`config.mk`:
```
export PLATFORM = sky130hd
export DESIGN_NAME = ysyx_24100027_imm_pipe
export DESIGN_NICKNAME = d
export VERILOG_FILES = /design/src/rtl/ysyx_24100027_imm_pipe.sv
export SDC_FILE = /design/constraint.sdc
export NUM_CORES = 1
export LEC_CHECK = 0
export BUFFER_PORTS_ARGS = -buffer_cell sky130_fd_sc_hd__clkbuf_2
export CAP_MARGIN = 15
export CORE_ASPECT_RATIO = 0.6
export CORE_MARGIN = 2
export CORE_UTILIZATION = 50
export CTS_BUF_LIST = sky130_fd_sc_hd__clkbuf_2
export CTS_CLUSTER_DIAMETER = 60
export CTS_CLUSTER_SIZE = 20
export DETAILED_ROUTE_END_ITERATION = 12
export HOLD_SLACK_MARGIN = 0.03
export PLACE_DENSITY = 0.85
export RECOVER_POWER = 100
export REMOVE_ABC_BUFFERS = 1
export SLEW_MARGIN = 20
export SYNTH_ARGS = -nofsm -noshare
export SYNTH_HDL_FRONTEND = slang
export SYNTH_SLANG_ARGS = --single-unit
```
`constraint.sdc`:
```
create_clock -name clk -period 1.3 [get_ports clk]
set_input_delay 0.13 -clock clk [delete_from_list [all_inputs] [get_ports clk]]
set_output_delay 0.13 -clock clk [all_outputs]
set_load 0.02 [all_outputs]
```
`src/rtl/ysyx_24100027_imm_pipe.sv`:
```
// ysyx_24100027_imm_pipe: registered immediate generator with a two-entry skid buffer
// Define YSYX_24100027_IMM_TARGET_EN to also register pc + imm on out_target.
module ysyx_24100027_imm_pipe #(
  parameter int XLEN = 32
) (
  input  logic            clk,
  input  logic            rst,
  input  logic            in_valid,
  output logic            in_ready,
  input  logic [31:0]     in_inst,
  input  logic [2:0]      in_extop,
  input  logic [XLEN-1:0] in_pc,
  output logic            out_valid,
  input  logic            out_ready,
  output logic [XLEN-1:0] out_imm,
  output logic [XLEN-1:0] out_pc,
`ifdef YSYX_24100027_IMM_TARGET_EN
  output logic [XLEN-1:0] out_target,
`endif
  output logic            out_illegal
);
`ifdef YSYX_24100027_IMM_TARGET_EN
  localparam int EW = 3 * XLEN + 1;
`else
  localparam int EW = 2 * XLEN + 1;
`endif
  logic [31:0] i32;
  logic [5:0] zimm;
  logic [XLEN-1:0] sx, imm;
  logic [EW-1:0] new_e, main_q, skid_q;
  logic main_v, skid_v, in_fire, out_fire, main_free, zext, unused;
  always_comb begin
    i32 = in_extop == 3'd0 ? {{20{in_inst[31]}}, in_inst[31:20]} :
          in_extop == 3'd1 ? {in_inst[31:12], 12'h0} :
          in_extop == 3'd2 ? {{20{in_inst[31]}}, in_inst[31:25], in_inst[11:7]} :
          in_extop == 3'd3 ? {{19{in_inst[31]}}, in_inst[31], in_inst[7], in_inst[30:25], in_inst[11:8], 1'b0} :
          in_extop == 3'd4 ? {{11{in_inst[31]}}, in_inst[31], in_inst[19:12], in_inst[20], in_inst[30:21], 1'b0} :
          32'h0;
    zimm = in_extop == 3'd5 ? {1'b0, in_inst[19:15]} :
           in_extop == 3'd6 ? (XLEN == 64 ? in_inst[25:20] : {1'b0, in_inst[24:20]}) :
           6'h0;
    zext = in_extop == 3'd5 || in_extop == 3'd6;
    sx = XLEN'($signed(i32));
    imm = zext ? XLEN'(zimm) : sx;
  end
`ifdef YSYX_24100027_IMM_TARGET_EN
  assign new_e = {in_pc + imm, imm, in_pc, in_extop == 3'd7};
  assign out_target = main_q[3*XLEN:2*XLEN+1];
`else
  assign new_e = {imm, in_pc, in_extop == 3'd7};
`endif
  assign unused = ^in_inst[6:0];
  assign in_ready = !skid_v && !rst;
  assign in_fire = in_valid && in_ready;
  assign out_fire = main_v && out_ready;
  assign main_free = !main_v || out_fire;
  assign out_valid = main_v;
  assign out_illegal = main_q[0];
  assign out_pc = main_q[XLEN:1];
  assign out_imm = main_q[2*XLEN:XLEN+1];
  // skid drains into main first; new data then lands in whichever slot is free
  always_ff @(posedge clk) begin
    if (rst) begin
      main_v <= 1'b0;
      skid_v <= 1'b0;
      main_q <= '0;
      skid_q <= '0;
    end else begin
      if (out_fire) begin
        main_v <= skid_v;
        if (skid_v) begin
          main_q <= skid_q;
          skid_v <= 1'b0;
        end
      end
      if (in_fire) begin
        if (main_free) begin
          main_q <= new_e;
          main_v <= 1'b1;
        end else begin
          skid_q <= new_e;
          skid_v <= 1'b1;
        end
      end
    end
  end
endmodule
```
==> results.cfg, run 1 <==
[placed_design]
dpl.hpwl_mm = 10.4
gp_routability_congestion = 0.847
placedCellCount = 930
dp_worst_setup_slack_ns = -0.133
port_buffers = 130

[global_routing]
grt_pass1_wl_mm = 32.5
grt_antenna_before_repair = 0
grt_usage = 0.340
grt_pass1_vias = 6204
grt_remaining_overflow = 0
grt_max_degree = 55

[floorplanning]
num_rows = 30
die_x_um = 143
die_h_um = 87.4
coreArea_um2 = 11300
fp.dieArea_um2 = 12500
pin_count = 138
start_util = 0.513

[synthesis]
synth.avg_cell_area_um2 = 8.71
ys_seq_area_frac = 0.456
ys_warn_count = 0
ys_types = 36
synthCells = 666
ys_seq_elements = 132
synth_area_um2 = 5800

[timing]
rsz0062_at_grt = yes
slew_headroom = 0.417
fmax_ghz = 0.612
tns_ns = -37.74
setup_viol = 197
hold_violations = 0
worstMarginPinSlew_ns = 0.874
period_share = 1.26
fin_crit_ns = 1.63
timing.final.ws_setup_ns = -0.333
slew_violations = 0
fin_skew_ns = 0.0345

[run_status]
status = complete, but fails checks
violations = negative setup slack

[power_and_ir_drop]
leakage_nw = 3.97
power_per_cell_area_nw_per_um2 = 964
power_mw = 9.72
vdd_drop_max_mv = 0.646

[detailed_routing]
via_per_inst = 6.23
drt_wl_total_mm = 26.6
wl_per_cell_um = 24.2
drc = 0
drt_iter0_drc = 705
firstDrtPassIters = 5
ant_nets = 0
via_count = 6866

[critical_path]
critPathKind = reg2reg
startpoint_type = register
crit_path_end_kind = register
worst-path-max-fanout = 6
crit_arrival_ns = 2.32
reg2reg_depth = 7
critPathRequiredTime_ns = 1.99

[clock_tree]
cts.path.max_buffers = 2
cts-root-buf = clkbuf_2
insertion_delay_ns = 0.78
cts_tree = built
cts.sink_count = 132
clkSlewWorstSetupHoldPaths_ns = 0.22
htreeDepth = 4
cts_buffers = 17

[layout]
num-nets-final = 999
area_growth_syn_to_layout_pct = 73.9
finalNonFillerCells = 1102
drive_gt1_frac = 0.520
utilization = 0.893

[worst_hold_path]
min_path_cells = 3
min_path_type = in2reg

[run]
maxCapViolations = 0
## critical path, cell delays in order (launching register included)
cell	delay, ns
dfxtp_4	0.42
nor2_4	0.14
buf_6	0.14
and4_4	0.35
buf_6	0.15
clkbuf_16	0.17
nor2_1	0.06
nor3_1	0.14
## stage by stage
step	hold slack, ns	cell area [um2]
floorplan	0.195	5460
global placement	0.372	6750
detailed placement	0.376	6750
CTS	0.0375	8960
global route	0.0626	10100
finish	0.0919	10100
## cell type report
class	instances	area [um2]
Clock inverter	15	180
Timing Repair Buffer	304	3460
Clock buffer	17	85.1
Multi-Input combinational cell	471	3410
Fill cell	450	1210
Sequential cell	132	2740
Tap cell	160	200
Inverter	2	7.51
Antenna cell	1	2.50
## worst paths after layout
kind	slack [ns]	start	endpoint
min reg2reg	0.49	skid_q[13]	skid_q[13]
min	0.09	rst	skid_q[6]
max reg2reg	-0.33	skid_v	skid_q[44]
max	-0.33	skid_v	skid_q[44]
## cells by family (layout without fill, tap and decap cells)
group | Yosys count | count (layout) | synth area share
AND/OR/NAND/NOR | 241 | 241 | 0.175
buffers and inverters | 63 | 338 | 0.0598
flip-flops | 132 | 132 | 0.456
multiplexers | 22 | 22 | 0.0380
AO/OA/AOI/OAI | 208 | 208 | 0.272
other | 0 | 1 | 0
## timing repair
action / 4_1_cts / 5_1_grt
cloned: 9 / 11
hold endpoints to repair: 132 / 0
setup buffers: 12 / 31
pin swaps: 10 / 45
hold buffers: 80 / 0
endpoints found under the setup margin: 191 / 197
resized for setup: 218 / 228
## cells in the final DEF, fill, tap and decap left out, types with 6 or more instances in the layout
cell	count
nor2_1	73
buf_8	69
buf_12	20
nand2_1	105
dfxtp_4	6
buf_16	8
mux2i_1	19
o22ai_1	12
a21oi_1	56
dlygate4sd3_1	79
nand2_4	11
nand2_2	7
clkbuf_16	7
a21oi_2	41
o22ai_2	7
a21oi_4	8
nand2b_1	12
buf_6	20
dfxtp_2	61
clkbuf_2	79
a211oi_2	61
buf_4	37
dfxtp_1	65
## cells in the mapped netlist
master,instances,share of area
a211oi_1,3,0.0039
o211a_1,4,0.0069
nor3_1,2,0.0017
and2_1,1,0.0011
and4_4,1,0.0019
clkbuf_1,23,0.015
nand3_2,1,0.0017
nand2b_1,14,0.015
nand3_1,8,0.0069
inv_1,2,0.0013
nor2_4,1,0.0019
nand4bb_1,1,0.0019
o21a_1,1,0.0013
nor2_2,1,0.0011
nor3_2,1,0.0017
nor2_1,79,0.051
a221oi_1,1,0.0015
a311oi_1,1,0.0015
o21ai_0,7,0.0060
o2bb2ai_1,1,0.0015
o211ai_1,1,0.0013
buf_2,19,0.016
buf_1,2,0.0013
mux2i_1,22,0.038
o22ai_1,20,0.022
or3b_1,1,0.0015
dfxtp_1,132,0.46
a211oi_2,60,0.13
nor2b_1,3,0.0032
buf_4,11,0.014
a21oi_1,105,0.091
nand2_1,123,0.080
o32ai_1,4,0.0060
and3_1,2,0.0022
buf_6,6,0.012
nand4_1,2,0.0022
## power breakdown
part / leakage (nW) / switching (mW) / internal (mW)
Clock: 0.143 / 1.75 / 1.08
Combinational: 2.73 / 1.22 / 1.21
Sequential: 1.10 / 0.188 / 4.26
## flip-flops by register name (all words and copies together), names as in the netlist
register	count
skid_q	65
main_q	65
skid_v	1
out_valid	1
## routing by layer
layer / global-route usage / part of all wire / up-vias
met3: 0.0940 / 0.11 / 160
met1: 0.416 / 0.36 / 3267
met2: 0.562 / 0.47 / 576
met4: 0.163 / 0.056 / 0
li1: - / - / 2863
met5: 0 / 0 / -
(Power assumes the default switching activity.)
==> inputs of run 2 (changes only) <==
--- a/config.mk
+++ b/config.mk
@@ -5,17 +5,17 @@
 export SDC_FILE = /design/constraint.sdc
 export NUM_CORES = 1
 export LEC_CHECK = 0
-export BUFFER_PORTS_ARGS = -buffer_cell sky130_fd_sc_hd__clkbuf_2
 export CAP_MARGIN = 15
 export CORE_ASPECT_RATIO = 0.6
 export CORE_MARGIN = 2
-export CORE_UTILIZATION = 50
+export CORE_UTILIZATION = 55
 export CTS_BUF_LIST = sky130_fd_sc_hd__clkbuf_2
 export CTS_CLUSTER_DIAMETER = 60
 export CTS_CLUSTER_SIZE = 20
 export DETAILED_ROUTE_END_ITERATION = 12
+export DONT_BUFFER_PORTS = 1
 export HOLD_SLACK_MARGIN = 0.03
-export PLACE_DENSITY = 0.85
+export PLACE_DENSITY = 0.8
 export RECOVER_POWER = 100
 export REMOVE_ABC_BUFFERS = 1
 export SLEW_MARGIN = 20
==> results.cfg, run 2 (synthesized netlist as in run 1, its figures left out) <==
[placed_design]
dp_worst_setup_slack_ns = -0.105
placed_cell_area_um2 = 6020
dpl.hpwl_mm = 9.19
port_buffers = 0
gp_routability_congestion = 0.820

[global_routing]
grt_antenna_before_repair = 0
grt_remaining_overflow = 0
grt_pass1_wl_mm = 27.0
grt_pass1_vias = 5331
grt_max_degree = 110
grt_usage = 0.306

[floorplanning]
pin_count = 138
die_x_um = 137
fp.dieArea_um2 = 11400
die_h_um = 83.5
num_rows = 28
coreArea_um2 = 10100
start_util = 0.577

[layout]
reg.largest.list = main_q: 65 flops, skid_q: 65 flops
final_common_cell = nand2_1
final_area_um2 = 7880
diodes = 0
layout_common_cells = nand2_1, a21oi_1, nor2_1
num-nets-final = 815
area_growth_syn_to_layout_pct = 35.8
drive_gt1_frac = 0.354

[timing]
slew_headroom = 0.647
fin_crit_ns = 1.50
worstMarginPinSlew_ns = 0.529
rsz0062_at_grt = yes
tns_ns = -14.60
fin_skew_ns = 0.0409
timing.final.ws_setup_ns = -0.195
slew_violations = 0
fmax_ghz = 0.669
setup_viol = 130
whs_ns = -0.560
hold_violations = 131
period_share = 1.15

[clock_tree]
clkSlewWorstSetupHoldPaths_ns = 0.21
cts_tree = built
insertion_delay_ns = 0.73
cts.path.max_buffers = 2
holdBufCountCts = 51
cts.sink_count = 132
cts-root-buf = clkbuf_2
cts_buffers = 17
htreeDepth = 4

[critical_path]
path_cells = nor2_4 > buf_6 > and3_4 > bufbuf_16 > a21oi_1 > a211oi_2
critical_path.top_delay_family = buffers and inverters
critPathMaxStageDelay_ns = 0.39
r2r_slack_ns = -0.20
critPathSlowestCell = dfxtp_4
startpoint_type = register
critPathKind = reg2reg
crit_arrival_ns = 2.12
worst-path-max-fanout = 6
critPathRequiredTime_ns = 1.93
crit_path_end_kind = register
crit_buf_inv = 2

[run]
maxCapViolations = 0

[detailed_routing]
via_count = 5601
wl_per_cell_um = 22.0
drt_iter0_drc = 486
drc = 0
via_per_inst = 6.28
drt_wl_total_mm = 19.6
firstDrtPassIters = 5
ant_nets = 0

[worst_hold_path]
min_path_type = in2reg

[run_status]
status = complete, but fails checks
violations = negative hold slack, negative setup slack

[power_and_ir_drop]
vdd_drop_max_mv = 0.834
leakage_nw = 2.85
power_per_cell_area_nw_per_um2 = 1070
## run 2: cell count changes in the layout (fill, tap and decap cells not counted), moves of 11 or more
cell,before,now
buf_8,69,2
clkbuf_2,79,17
dfxtp_2,61,5
dfxtp_4,6,62
a21oi_1,56,85
dlygate4sd3_1,79,51
a21oi_2,41,15
buf_4,37,23
nand2_4,11,0
## run 2: power by group
part | total, mW | switching [mW] | internal [mW]
clock network | 2.68 | 1.63 | 1.05
logic | 1.23 | 0.614 | 0.617
registers | 4.51 | 0.299 | 4.21
## run 2: stage by stage
step                hold slack (ns)  total power, mW  instances   util
global route                 -0.653             8.74        892  0.783
finish                       -0.560             8.42        892  0.783
detailed placement            0.204             5.41        772  0.599
global placement              0.206             5.37        772  0.599
CTS                          -0.564             8.33        885  0.745
floorplan                     0.195             5.13        605      -
## run 2: final cells by class
class	count	area [um2]
clock buffers	17	85.1
clock inverters	15	164
fillers	652	2180
inverters	2	7.51
multi-input cells	471	2990
flip-flops and latches	132	2880
well taps	135	169
repair buffers	120	1580
## run 2: final timing paths
path / startpoint / to / depth (start not counted)
min: rst / main_q[15] / 1
min reg2reg: skid_q[8] / skid_q[8] / 2
max: skid_v / main_q[41] / 6
max reg2reg: skid_v / main_q[41] / 6
## run 2: per-layer routing
layer / vias to the layer above / wire length, um / global-route usage
li1: 2490 / - / -
met1: 2729 / 8140 / 0.389
met2: 335 / 9170 / 0.479
met3: 47 / 1910 / 0.111
met4: 0 / 369 / 0.108
met5: - / 0 / 0
## run 2: timing repair
item	in CTS	in global routing
gates cloned	12	6
buffers inserted	18	5
resized for setup	96	102
pin swaps	8	11
endpoints found under the setup margin	177	197
endpoints found under the hold margin	132	132
## run 2: worst register-to-register path, stage by stage, from the launching register on
cell and delay (ns):
dfxtp_4 0.39, nor2_4 0.12, buf_6 0.12, and3_4 0.25, bufbuf_16 0.29, a21oi_1 0.05, a211oi_2 0.21
==> inputs of run 3 (changes only) <==
--- a/config.mk
+++ b/config.mk
@@ -15,7 +15,7 @@
 export DETAILED_ROUTE_END_ITERATION = 12
 export DONT_BUFFER_PORTS = 1
 export HOLD_SLACK_MARGIN = 0.03
-export PLACE_DENSITY = 0.8
+export PLACE_DENSITY = 0.77
 export RECOVER_POWER = 100
 export REMOVE_ABC_BUFFERS = 1
 export SLEW_MARGIN = 20
==> constraint.sdc (replaced) <==
create_clock -name clk -period 1.4 [get_ports clk]
set_input_delay 0.14 -clock clk [delete_from_list [all_inputs] [get_ports clk]]
set_output_delay 0.14 -clock clk [all_outputs]
set_load 0.02 [all_outputs]
==> results.cfg, run 3 (synthesized netlist as in run 1, its figures left out) <==
[power_and_ir_drop]
power_mw = 7.52
leakage_nw = 2.55
power_per_cell_area_nw_per_um2 = 1070
vdd_drop_max_mv = 0.876

[clock_tree]
cts-root-buf = clkbuf_2
htreeDepth = 4
clkSlewWorstSetupHoldPaths_ns = 0.19
cts.sink_count = 132
cts_tree = built
cts.path.max_buffers = 2
cts_buffers = 17
insertion_delay_ns = 0.66

[floorplanning]
die_h_um = 83.5
die_x_um = 137
start_util = 0.577
num_rows = 28
pin_count = 138
coreArea_um2 = 10100
fp.dieArea_um2 = 11400

[critical_path]
critPathSlowestCell = dfxtp_2
rr_startpoint = skid_v
r2r_slack_ns = 0.01
crit_path_end_kind = output port
worstSetupStartpoint = skid_v
critPathMaxStageDelay_ns = 0.38
startpoint_type = register
worst-path-max-fanout = 4
critPathKind = reg2out
reg2reg_depth = 6
path_cells = nor2_4 > buf_6
worstReg2RegEnd = main_q[34]
critPathRequiredTime_ns = 1.26
crit_arrival_ns = 1.29

[timing]
fin_crit_ns = 1.43
worstMarginPinSlew_ns = 0.426
period_share = 1.02
fmax_ghz = 0.701
whs_ns = -0.490
slew_violations = 0
setup_viol = 2
hold_violations = 109
fin_skew_ns = 0.0297
timing.final.ws_setup_ns = -0.0262
rsz0062_at_grt = yes
slew_headroom = 0.716

[detailed_routing]
drc = 0
wl_per_cell_um = 18.9
drt_iter0_drc = 375
firstDrtPassIters = 6
ant_nets = 0
via_per_inst = 6.02
drt_wl_total_mm = 16.4
via_count = 5221

[worst_hold_path]
hold_start = rst
min_path_type = in2reg
min_path_cells = 1
whs_endpoint = main_q[41]

[layout]
final_area_um2 = 7030
num-fill-cells = 769
final_common_cell = dfxtp_1
num-nets-final = 791
reg.largest.list = main_q: 65 flops, skid_q: 65 flops
finalNonFillerCells = 867
layout_common_cells = dfxtp_1, nand2_1, a21oi_1
drive_gt1_frac = 0.198
diodes = 0
multi_input_area_um2 = 2830
seq_area_um2 = 2650
area_growth_syn_to_layout_pct = 21.2

[global_routing]
grt_max_degree = 110
grt_antenna_before_repair = 0
grt_usage = 0.270
grt_remaining_overflow = 0
grt_pass1_wl_mm = 24.7
grt_pass1_vias = 5073

[placed_design]
dpl.hpwl_mm = 9.42
placedCellCount = 767
placed_cell_area_um2 = 5980
gp_routability_congestion = 0.798
port_buffers = 0

[run_status]
violations = negative hold slack, negative setup slack
status = complete, but fails checks

[run]
maxCapViolations = 0
[run 3: cell count changes in the layout (fill, tap and decap cells not counted), moves of 3 or more]
cell	change
a21oi_1	+20
a21oi_2	-15
a21oi_4	-5
buf_16	-5
buf_4	-5
buf_6	-12
bufbuf_16	-4
dfxtp_1	+60
dfxtp_4	-61
dlygate4sd3_1	+3
nand2_1	+11
nand2_2	-11
[run 3: what timing repair did]
action / in CTS / in global routing
endpoints found under the setup margin: 18 / 37
hold endpoints to repair: 132 / 131
pin swaps: 1 / 1
hold buffers: 54 / 1
buffers inserted: 2 / 7
gates cloned: 0 / 6
resized for setup: 6 / 11
[run 3: how the worst max path moves through the flow]
stage                             to  slack [ns]
after floorplan           main_q[63]       -1.38
after global placement    main_q[30]        0.05
after detailed placement  main_q[19]      -0.006
after CTS                   in_ready       -0.07
after global routing        in_ready       -0.11
final                       in_ready       -0.03
[run 3: cell type report]
| cell class | count | share of cell area |
|---|---|---|
| clock buffer | 19 | 0.0135 |
| clock inverter | 12 | 0.0198 |
| inverter | 2 | 0.00107 |
| multi-input combinational | 471 | 0.403 |
| sequential | 132 | 0.378 |
| tap | 135 | 0.0240 |
| timing repair buffer | 96 | 0.161 |
[run 3: metrics by stage]
step	TNS (ns)	setup WS (ns)	util	hold slack [ns]
final	-0.0288	-0.0262	0.699	-0.490
after floorplan	-113.87	-1.38	-	0.205
after detailed placement	-0.00716	-0.00633	0.595	0.217
after global placement	0	0.0533	0.595	0.216
after global routing	-0.914	-0.112	0.699	-0.557
after CTS	-0.0672	-0.0672	0.675	-0.529
[run 3: critical path, delay by kind of cell, from the launching register on]
family	cells	cell delay, ns
and+or+nand+nor	1	0.12
buffers and inverters	1	0.14
DFF	1	0.38
[run 3: power by group]
part | switching, mW | internal [mW] | leakage [nW]
combinational | 0.487 | 0.461 | 1.33
sequential | 0.286 | 3.93 | 1.08
clock | 1.38 | 0.971 | 0.140
[run 3: layer usage]
| metal | wire length (um) | track usage | vias up |
|---|---|---|---|
| met5 | 0 | 0 | - |
| met2 | 7560 | 0.433 | 238 |
| met4 | 230 | 0.0814 | 0 |
| li1 | - | - | 2440 |
| met1 | 6800 | 0.334 | 2511 |
| met3 | 1810 | 0.107 | 32 |
